$ cat src/rtl/mult_div_unit_if.sv
// Operand, control and result bundle between the execute-stage control and the
// iterative multiply/divide unit.
interface mult_div_unit_if #(
    parameter int WIDTH = 32
);
    logic             start;
    logic [1:0]       op;
    logic [WIDTH-1:0] a;
    logic [WIDTH-1:0] b;
    logic             hi_we;
    logic             lo_we;
    logic [WIDTH-1:0] wdata;
    logic             busy;
    logic             done;
    logic             div_zero;
    logic [WIDTH-1:0] hi;
    logic [WIDTH-1:0] lo;

    modport master (
        output start, op, a, b, hi_we, lo_we, wdata,
        input  busy, done, div_zero, hi, lo
    );

    modport slave (
        input  start, op, a, b, hi_we, lo_we, wdata,
        output busy, done, div_zero, hi, lo
    );
endinterface

$ cat src/rtl/mult_div_unit.sv
// Iterative MULT/MULTU/DIV/DIVU unit with architectural HI/LO registers.
// Shift-add multiply and restoring divide share one accumulator and always
// take WIDTH iterations, followed by one sign-correction/write-back cycle.
module mult_div_unit #(
    parameter int WIDTH = 32
) (
    input  logic            clk,
    input  logic            rst_n,
    mult_div_unit_if.slave  bus
);
    localparam int CW = $clog2(WIDTH);
    localparam logic [1:0] OP_MULT = 2'b00;
    localparam logic [1:0] OP_DIV  = 2'b10;

    typedef enum logic [1:0] {
        ST_IDLE   = 2'd0,
        ST_RUN    = 2'd1,
        ST_FINISH = 2'd2
    } state_e;

    // Two's complement negation helpers for single- and double-width values.
    function automatic logic [WIDTH-1:0] neg_w(input logic [WIDTH-1:0] v);
        return ~v + {{(WIDTH-1){1'b0}}, 1'b1};
    endfunction

    function automatic logic [2*WIDTH-1:0] neg_2w(input logic [2*WIDTH-1:0] v);
        return ~v + {{(2*WIDTH-1){1'b0}}, 1'b1};
    endfunction

    state_e             state_q, state_d;
    logic [CW-1:0]      count_q, count_d;
    logic [2*WIDTH:0]   acc_q, acc_d;      // {remainder/high product, quotient/low product}
    logic [WIDTH-1:0]   b_q, b_d;          // multiplicand / divisor magnitude
    logic [WIDTH-1:0]   a_raw_q, a_raw_d;  // raw dividend for the divide-by-zero result
    logic [1:0]         op_q, op_d;
    logic               neg_res_q, neg_res_d;  // product / quotient sign
    logic               neg_rem_q, neg_rem_d;  // remainder sign (dividend sign)
    logic               dz_q, dz_d;            // current divide has a zero divisor
    logic [WIDTH-1:0]   hi_q, hi_d;
    logic [WIDTH-1:0]   lo_q, lo_d;
    logic               busy_q, busy_d;
    logic               done_q, done_d;
    logic               div_zero_q, div_zero_d;

    logic               sa_s, sb_s;
    logic [WIDTH-1:0]   mag_a_s, mag_b_s;
    logic [WIDTH:0]     sum_s;
    logic [2*WIDTH:0]   sh_s;
    logic [WIDTH:0]     trial_s;
    logic [2*WIDTH-1:0] prod_s;
    logic [WIDTH-1:0]   quo_s, rem_s;

    // Next-state, datapath iteration and HI/LO write-back selection.
    always_comb begin
        state_d    = state_q;
        count_d    = count_q;
        acc_d      = acc_q;
        b_d        = b_q;
        a_raw_d    = a_raw_q;
        op_d       = op_q;
        neg_res_d  = neg_res_q;
        neg_rem_d  = neg_rem_q;
        dz_d       = dz_q;
        hi_d       = hi_q;
        lo_d       = lo_q;
        done_d     = 1'b0;
        div_zero_d = div_zero_q;

        sa_s    = ~bus.op[0] & bus.a[WIDTH-1];
        sb_s    = ~bus.op[0] & bus.b[WIDTH-1];
        mag_a_s = sa_s ? neg_w(bus.a) : bus.a;
        mag_b_s = sb_s ? neg_w(bus.b) : bus.b;
        sum_s   = {1'b0, acc_q[2*WIDTH-1:WIDTH]} + {1'b0, b_q};
        sh_s    = acc_q << 1;
        trial_s = sh_s[2*WIDTH:WIDTH] - {1'b0, b_q};
        prod_s  = acc_q[2*WIDTH-1:0];
        quo_s   = acc_q[WIDTH-1:0];
        rem_s   = acc_q[2*WIDTH-1:WIDTH];

        case (state_q)
            ST_IDLE: begin
                if (bus.start) begin
                    op_d      = bus.op;
                    acc_d     = {{(WIDTH+1){1'b0}}, mag_a_s};
                    b_d       = mag_b_s;
                    a_raw_d   = bus.a;
                    neg_res_d = sa_s ^ sb_s;
                    neg_rem_d = sa_s;
                    dz_d      = (bus.b == {WIDTH{1'b0}});
                    count_d   = {CW{1'b0}};
                    state_d   = ST_RUN;
                end else begin
                    if (bus.hi_we) begin
                        hi_d = bus.wdata;
                    end else begin
                        hi_d = hi_q;
                    end
                    if (bus.lo_we) begin
                        lo_d = bus.wdata;
                    end else begin
                        lo_d = lo_q;
                    end
                end
            end
            ST_RUN: begin
                if (op_q[1]) begin
                    // Restoring divide: keep the shifted remainder if the trial goes negative.
                    if (!trial_s[WIDTH]) begin
                        acc_d = {trial_s, sh_s[WIDTH-1:0] | {{(WIDTH-1){1'b0}}, 1'b1}};
                    end else begin
                        acc_d = sh_s;
                    end
                end else begin
                    // Shift-add multiply: add multiplicand when the current multiplier bit is set.
                    if (acc_q[0]) begin
                        acc_d = {1'b0, sum_s, acc_q[WIDTH-1:1]};
                    end else begin
                        acc_d = {2'b00, acc_q[2*WIDTH-1:WIDTH], acc_q[WIDTH-1:1]};
                    end
                end
                count_d = count_q + {{(CW-1){1'b0}}, 1'b1};
                if (count_q == CW'(WIDTH-1)) begin
                    state_d = ST_FINISH;
                end else begin
                    state_d = ST_RUN;
                end
            end
            ST_FINISH: begin
                done_d  = 1'b1;
                state_d = ST_IDLE;
                if (!op_q[1]) begin
                    if ((op_q == OP_MULT) && neg_res_q) begin
                        prod_s = neg_2w(acc_q[2*WIDTH-1:0]);
                    end else begin
                        prod_s = acc_q[2*WIDTH-1:0];
                    end
                    hi_d = prod_s[2*WIDTH-1:WIDTH];
                    lo_d = prod_s[WIDTH-1:0];
                end else if (dz_q) begin
                    hi_d       = a_raw_q;
                    lo_d       = {WIDTH{1'b1}};
                    div_zero_d = 1'b1;
                end else begin
                    if ((op_q == OP_DIV) && neg_res_q) begin
                        quo_s = neg_w(acc_q[WIDTH-1:0]);
                    end else begin
                        quo_s = acc_q[WIDTH-1:0];
                    end
                    if ((op_q == OP_DIV) && neg_rem_q) begin
                        rem_s = neg_w(acc_q[2*WIDTH-1:WIDTH]);
                    end else begin
                        rem_s = acc_q[2*WIDTH-1:WIDTH];
                    end
                    hi_d       = rem_s;
                    lo_d       = quo_s;
                    div_zero_d = 1'b0;
                end
            end
            default: begin
                state_d = ST_IDLE;
            end
        endcase

        busy_d = (state_d != ST_IDLE);
    end

    // State, datapath and architectural register update with async reset.
    always_ff @(posedge clk or negedge rst_n) begin
        if (!rst_n) begin
            state_q    <= ST_IDLE;
            count_q    <= {CW{1'b0}};
            acc_q      <= {(2*WIDTH+1){1'b0}};
            b_q        <= {WIDTH{1'b0}};
            a_raw_q    <= {WIDTH{1'b0}};
            op_q       <= 2'b00;
            neg_res_q  <= 1'b0;
            neg_rem_q  <= 1'b0;
            dz_q       <= 1'b0;
            hi_q       <= {WIDTH{1'b0}};
            lo_q       <= {WIDTH{1'b0}};
            busy_q     <= 1'b0;
            done_q     <= 1'b0;
            div_zero_q <= 1'b0;
        end else begin
            state_q    <= state_d;
            count_q    <= count_d;
            acc_q      <= acc_d;
            b_q        <= b_d;
            a_raw_q    <= a_raw_d;
            op_q       <= op_d;
            neg_res_q  <= neg_res_d;
            neg_rem_q  <= neg_rem_d;
            dz_q       <= dz_d;
            hi_q       <= hi_d;
            lo_q       <= lo_d;
            busy_q     <= busy_d;
            done_q     <= done_d;
            div_zero_q <= div_zero_d;
        end
    end

    assign bus.busy     = busy_q;
    assign bus.done     = done_q;
    assign bus.div_zero = div_zero_q;
    assign bus.hi       = hi_q;
    assign bus.lo       = lo_q;
endmodule

$ cat src/flat_wrapper.sv
// flat-port wrapper written by rule: the top's interface ports become plain ports
module mult_div_unit_flat 
#(
    parameter int WIDTH = 32
)
  (clk, rst_n, bus_start, bus_op, bus_a, bus_b, bus_hi_we, bus_lo_we, bus_wdata, bus_busy, bus_done, bus_div_zero, bus_hi, bus_lo);
  mult_div_unit_if #(.WIDTH(WIDTH)) bus_i ();
  input  logic clk;
  input  logic rst_n;
  input wire logic [$bits(bus_i.start)-1:0] bus_start;
  input wire logic [$bits(bus_i.op)-1:0] bus_op;
  input wire logic [$bits(bus_i.a)-1:0] bus_a;
  input wire logic [$bits(bus_i.b)-1:0] bus_b;
  input wire logic [$bits(bus_i.hi_we)-1:0] bus_hi_we;
  input wire logic [$bits(bus_i.lo_we)-1:0] bus_lo_we;
  input wire logic [$bits(bus_i.wdata)-1:0] bus_wdata;
  output wire logic [$bits(bus_i.busy)-1:0] bus_busy;
  output wire logic [$bits(bus_i.done)-1:0] bus_done;
  output wire logic [$bits(bus_i.div_zero)-1:0] bus_div_zero;
  output wire logic [$bits(bus_i.hi)-1:0] bus_hi;
  output wire logic [$bits(bus_i.lo)-1:0] bus_lo;
  assign bus_i.start = bus_start;
  assign bus_i.op = bus_op;
  assign bus_i.a = bus_a;
  assign bus_i.b = bus_b;
  assign bus_i.hi_we = bus_hi_we;
  assign bus_i.lo_we = bus_lo_we;
  assign bus_i.wdata = bus_wdata;
  assign bus_busy = bus_i.busy;
  assign bus_done = bus_i.done;
  assign bus_div_zero = bus_i.div_zero;
  assign bus_hi = bus_i.hi;
  assign bus_lo = bus_i.lo;
  mult_div_unit #(.WIDTH(WIDTH)) u_core (.clk(clk), .rst_n(rst_n), .bus(bus_i));
endmodule
$ cat config.mk
export PLATFORM = sky130hd
export DESIGN_NAME = mult_div_unit_flat
export DESIGN_NICKNAME = d
export VERILOG_FILES = /design/src/rtl/mult_div_unit_if.sv /design/src/rtl/mult_div_unit.sv /design/src/flat_wrapper.sv
export SDC_FILE = /design/constraint.sdc
export NUM_CORES = 1
export LEC_CHECK = 0
export CAP_MARGIN = 10
export CORE_MARGIN = 2
export CORE_UTILIZATION = 25
export DETAILED_ROUTE_END_ITERATION = 6
export PLACE_DENSITY = 0.38
export SYNTH_ARGS = -nofsm -noshare
export SYNTH_HDL_FRONTEND = slang
export SYNTH_SLANG_ARGS = --single-unit
$ cat constraint.sdc
create_clock -name clk -period 7.8 [get_ports clk]
set_clock_uncertainty 0.05 [all_clocks]
set_input_delay 1.17 -clock clk [delete_from_list [all_inputs] [get_ports clk]]
set_output_delay 1.17 -clock clk [all_outputs]
set_load 0.005 [all_outputs]
* Word level (Yosys, flattened, before mapping)
Index checks and enable logic that the tools add are counted.
Cells by class: reductions and logical operators 14, bitwise gates (word level) 9, add/sub/neg operators 8, muxes and demuxes 27, eq/ne operators 8
Operators with widths (count):
- two-way mux 32 bit | 12
- two-way mux 64 bit | 5
- adder 32 x 1 -> 32 bit, second input constant | 4
- NOT 32 bit | 4
- one-hot mux 32 bit (2 select lines) | 2
- one-hot mux 64 bit (2 select lines) | 1
- adder 64 x 1 -> 64 bit, second input constant | 1
- NOT 64 bit | 1
- adder 32 x 32 -> 33 bit | 1
- subtractor 33 x 32 -> 33 bit | 1
- zero test 32 bit | 1
- one-hot mux 5 bit (2 select lines) | 1
- != test 2 bit, second input constant | 4
- AND reduction 2 bit | 3
- AND reduction 3 bit | 2
- nonzero test 2 bit | 3
- adder 5 x 1 -> 5 bit, second input constant | 1
- == test 5 bit, second input constant | 1
- two-way mux 5 bit | 1
- == test 2 bit, second input constant | 2
- zero test 2 bit | 2
- two-way mux 2 bit | 2
- one-hot mux 2 bit (2 select lines) | 1
- logical AND 1 bit | 3
- other kinds (5) | 7
Word-level totals: word-level logic and storage cells 80, input port bits 103, register bits 207, output and inout port bits 67

* Longest topological paths before layout
depth in word-level cells 6, mapped depth 14, gate-level depth less buffers 12

* Worst setup path after synthesis
OpenSTA, ideal clock, no wires.
path type input to register, start point input bus_b[4], end point register u_core.b_q[30], required time 7621 ps, buffers on the path 0, library setup time 129 ps, stages 8, data arrival time 3219 ps, setup slack 4402 ps, path through or3_1 > nor3b_1 > and3b_1 > nand2_1 > or3_1 > o41ai_1 > xor2_1 > o21ai_1
Between the ends: longest elaborated chain between the ends 3
RTL lines:
- start: declaration | line flat_wrapper.sv:13 | input wire logic [$bits(bus_i.b)-1:0] bus_b;
- NOT 32 bit | line mult_div_unit.sv:23 | return ~v + {{(WIDTH-1){1'b0}}, 1'b1};
- adder 32 x 1 -> 32 bit | line mult_div_unit.sv:23
- two-way mux 32 bit | line mult_div_unit.sv:72 | mag_b_s = sb_s ? neg_w(bus.b) : bus.b;
- end signal: assignment | line mult_div_unit.sv:173 | b_q <= {WIDTH{1'b0}};
- end: declaration | line mult_div_unit.sv:33 | logic [WIDTH-1:0] b_q, b_d;
No other way between the ends. A chain may end at the register's enable or synchronous reset.

* Final worst setup path
start point register u_core.acc_q[31], end point register u_core.acc_q[56]
Between the ends: longest elaborated chain between the ends 4
RTL lines:
- start: declaration | line mult_div_unit.sv:32 | logic [2*WIDTH:0] acc_q, acc_d;
- start signal: assignment | line mult_div_unit.sv:172 | acc_q <= {(2*WIDTH+1){1'b0}};
- subtractor 33 x 32 -> 33 bit | line mult_div_unit.sv:75 | trial_s = sh_s[2*WIDTH:WIDTH] - {1'b0, b_q};
- two-way mux 64 bit | line mult_div_unit.sv:108 | if (!trial_s[WIDTH]) begin
- two-way mux 64 bit | line mult_div_unit.sv:106 | if (op_q[1]) begin
- one-hot mux 64 bit (2 select lines) | line mult_div_unit.sv:80 | case (state_q)
No other way between the ends.

==> flow_summary.toml <==
[cts]
worst_skew_pair.late_latency_ns = 0.59
cts-resized-gates = 0
post-cts-setup-buffer-count = 0
cts_max_level = 1
cts_root_buffer = "clkbuf_16"
tritoncts = "built"
cts_buffer_depth = 3
cts_hold_buf = 0
clkSlewWorstSetupHoldPaths_ns = 0.06
cts_buffers = 28
clock_sink_count = 207

[sta]
min_period_over_period = 0.5910
rsz_0062_raised_after_global_routing = "no"
setup_viol = 0
timing.final.ws_setup_ns = 3.190
shortest_period_the_worst_path_allows_ns = 4.610
setup_total_negative_slack_ns = 0
fmaxAchievable_mhz = 216.9
tightestPinTransition_ns = 1.332
final_max_slew_viol_count = 0
slew_headroom = 0.1007
worst_hold_slack_ns = 0.4305
hold_violations = 0

[global_routing]
global_route_wire_length_before_repair_um = 106100
grt_usage = 0.1984
groute.layer.met2.usage = 0.3084
grt_pass1_vias = 16080
pin_count_of_the_biggest_net_entering_global_routing = 83
global_route.usage.met1 = 0.2876
grt_most_used_layer = "met2"
global_route.usage.met3 = 0.02638
grt.overflow.total = 0
antenna_found_initial = 2

[final_layout]
antenna_cells_inserted = 0
finalNetCount = 2449
final_cells = 3169
final_util = 0.3036
post_route_cells_drive_above_1_share = 0.05096
final_area_mm2 = 0.02043
area_growth_syn_to_layout_pct = 20.10

[placement]
post-place-ws_ns = 3.074
place_congestion = 0.8428
placed_cells = 3117
placed_cell_area_mm2 = 0.01944
port_buffers = 169
dp_hpwl_um = 54540

[logic_synthesis]
syn-num-nets = 2385
synth_edf_count = 0
synth.lib_cells_used.distinct = 77
top_cells_by_area_in_the_synthesized_netlist = "dfrtp_1 (30%), nand2_1 (8.2%), o21ai_0 (6.7%)"
syn_inst = 2210
most_used_flip_flop_cell_after_synthesis = "dfrtp_1"
syn_avg_cell_area_um2 = 7.696
synth_seq_area_share = 0.3045
synth_seq_cells = 207
synth_area_leader = "dfrtp_1"
synth.cell_area_mm2 = 0.01701
postSynth.asyncResetShare = 1.000
yosysTopAreaCellShare = 0.3045
synth-warning-count = 0

[floorplan]
placeableCoreArea_mm2 = 0.06728
die_w_um = 264.8
die_h_um = 264.8
initial_utilization = 0.2528
floorplan.rows = 95
die-area_mm2 = 0.07014
i_o_pin_total = 170

[setup_path]
setup.worst_path.end_class = "register"
cp_data_required_time_ns = 8.21
cp_max_fo = 57
setup.worst_path.start_class = "register"
criticalPathCategory = "reg2reg"
arrival_ns = 5.02

[route]
detail_route.iter0.violations = 1409
drt-total-wl_um = 71180
ant_nets = 0
detail_route.drc_violations = 0
dr.pass1.iters = 7
routed_wire_length_per_instance_um = 22.46
detail_route.vias_per_cell = 5.176
num_vias = 16400

[power_and_ir_drop]
leakage_nw = 8.343
total_power_mw = 9.781
max-vdd-ir-drop_v = 0.0002010
cellPowerDensity_mw_per_mm2 = 478.8

[run]
cap_viol_max_count = 0

[outcome]
status = "completed"

[worst_hold_path]
hold_path_class = "reg2reg"
[cell usage after synthesis (all sizes together), types with 5 or more instances]
library cell / count
o211ai: 26
a21oi: 175
xor2: 93
or2: 10
dfrtp: 207
nor2: 150
nor2b: 14
nand2b: 30
o21bai: 6
and4: 5
o22ai: 24
a31oi: 28
nand4: 12
a22oi: 18
a222oi: 11
nor4: 23
a21o: 28
inv: 58
a221oi: 8
or3: 33
or4: 8
mux2: 5
o41ai: 8
o31ai: 32
xnor2: 116
and3: 10
nand3b: 6
and2: 7
o21ai: 245
mux2i: 63
clkbuf: 145
nand3: 36
o21a: 5
nand2: 371
a211oi: 5
buf: 21
o221ai: 19
nor3: 37
ha: 70
[cell usage in the layout, fill, tap and decap left out, types with 10 or more instances in the layout]
| master | instances |
|---|---|
| ha_1 | 70 |
| buf_4 | 31 |
| o21ai_1 | 15 |
| clkdlybuf4s50_1 | 168 |
| dfrtp_1 | 205 |
| a222oi_1 | 11 |
| mux2i_1 | 63 |
| o31ai_1 | 31 |
| a21oi_1 | 175 |
| nand2_1 | 370 |
| o21ai_0 | 229 |
| a31oi_1 | 28 |
| nor4_1 | 22 |
| o22ai_1 | 24 |
| nor2_1 | 150 |
| nor3_1 | 34 |
| a22oi_1 | 17 |
| nand3_1 | 34 |
| nand4_1 | 12 |
| clkbuf_16 | 28 |
| a21o_1 | 28 |
| xor2_1 | 93 |
| xnor2_1 | 116 |
| inv_1 | 57 |
| nand2b_1 | 30 |
| o221ai_1 | 19 |
| o211ai_1 | 25 |
| or3_1 | 31 |
| nor2b_1 | 12 |
| and3_1 | 10 |
[area by class of cell]
class | instances | area (um2)
fill | 7184 | 46850
clock buffer | 41 | 809.5
inverter | 58 | 217.7
tap | 873 | 1092
timing repair buffer | 200 | 1929
sequential | 207 | 5185
multi-input combinational | 1779 | 11010
clock inverter | 11 | 180.2
[cell families after synthesis]
family / Yosys count / share of synthesized area
multiplexers: 68 / 0.04038
AO/OA/AOI/OAI: 668 / 0.2371
buffers and inverters: 224 / 0.05076
adder cells (fa/ha/maj): 72 / 0.05385
flip-flops: 207 / 0.3045
XOR/XNOR: 209 / 0.1076
AND/OR/NAND/NOR: 762 / 0.2058
[where the power goes]
group	leakage [nW]	total [mW]	internal [mW]	switching [mW]
clock	0.488	1.41	0.851	0.554
sequential	2.54	2.47	1.60	0.867
combinational	5.32	5.91	2.52	3.39
total	8.34	9.78	4.97	4.81
[worst max-delay path, stage by stage, from the launching register on]
cell and delay (ns):
dfrtp_1 0.60, inv_1 0.16, ha_1 0.24, fa_1 0.39, nand2b_1 0.19, a21oi_1 0.24
o211ai_1 0.25, a31oi_1 0.48, o21ai_1 0.24, a311oi_4 0.28, buf_4 0.53, mux2_2 0.41
a222oi_1 0.30, o21ai_0 0.13
[registers in the layout, indices dropped and copies added, names as in the netlist]
signal / cells
u_core.dz_q: 1
u_core.bus.lo: 32
u_core.op_q: 2
u_core.count_q: 5
u_core.neg_res_q: 1
u_core.b_q: 32
u_core.state_q: 2
u_core.bus.div_zero: 1
u_core.a_raw_q: 32
u_core.neg_rem_q: 1
u_core.bus.done: 1
u_core.bus.busy: 1
u_core.bus.hi: 32
u_core.acc_q: 64
[routing by layer]
metal	wire, um	share of wire
met4	1650	0.023
met3	3330	0.047
met2	31600	0.44
met5	23	0.00032
met1	34570	0.49
[path summary, 6_finish.rpt]
path / start / cells after the start / end / slack (ns)
max: u_core.acc_q[31] / 13 / u_core.acc_q[56] / 3.19
min: u_core.bus.lo[27] / 2 / u_core.bus.lo[27] / 0.43
max reg2reg: u_core.acc_q[31] / 13 / u_core.acc_q[56] / 3.19
min reg2reg: u_core.bus.lo[27] / 2 / u_core.bus.lo[27] / 0.43
max in group asynchronous: rst_n / 2 / u_core.bus.lo[6] / 5.78
min in group asynchronous: rst_n / 1 / u_core.b_q[28] / 0.51
Power figures use the tool's default switching activity.
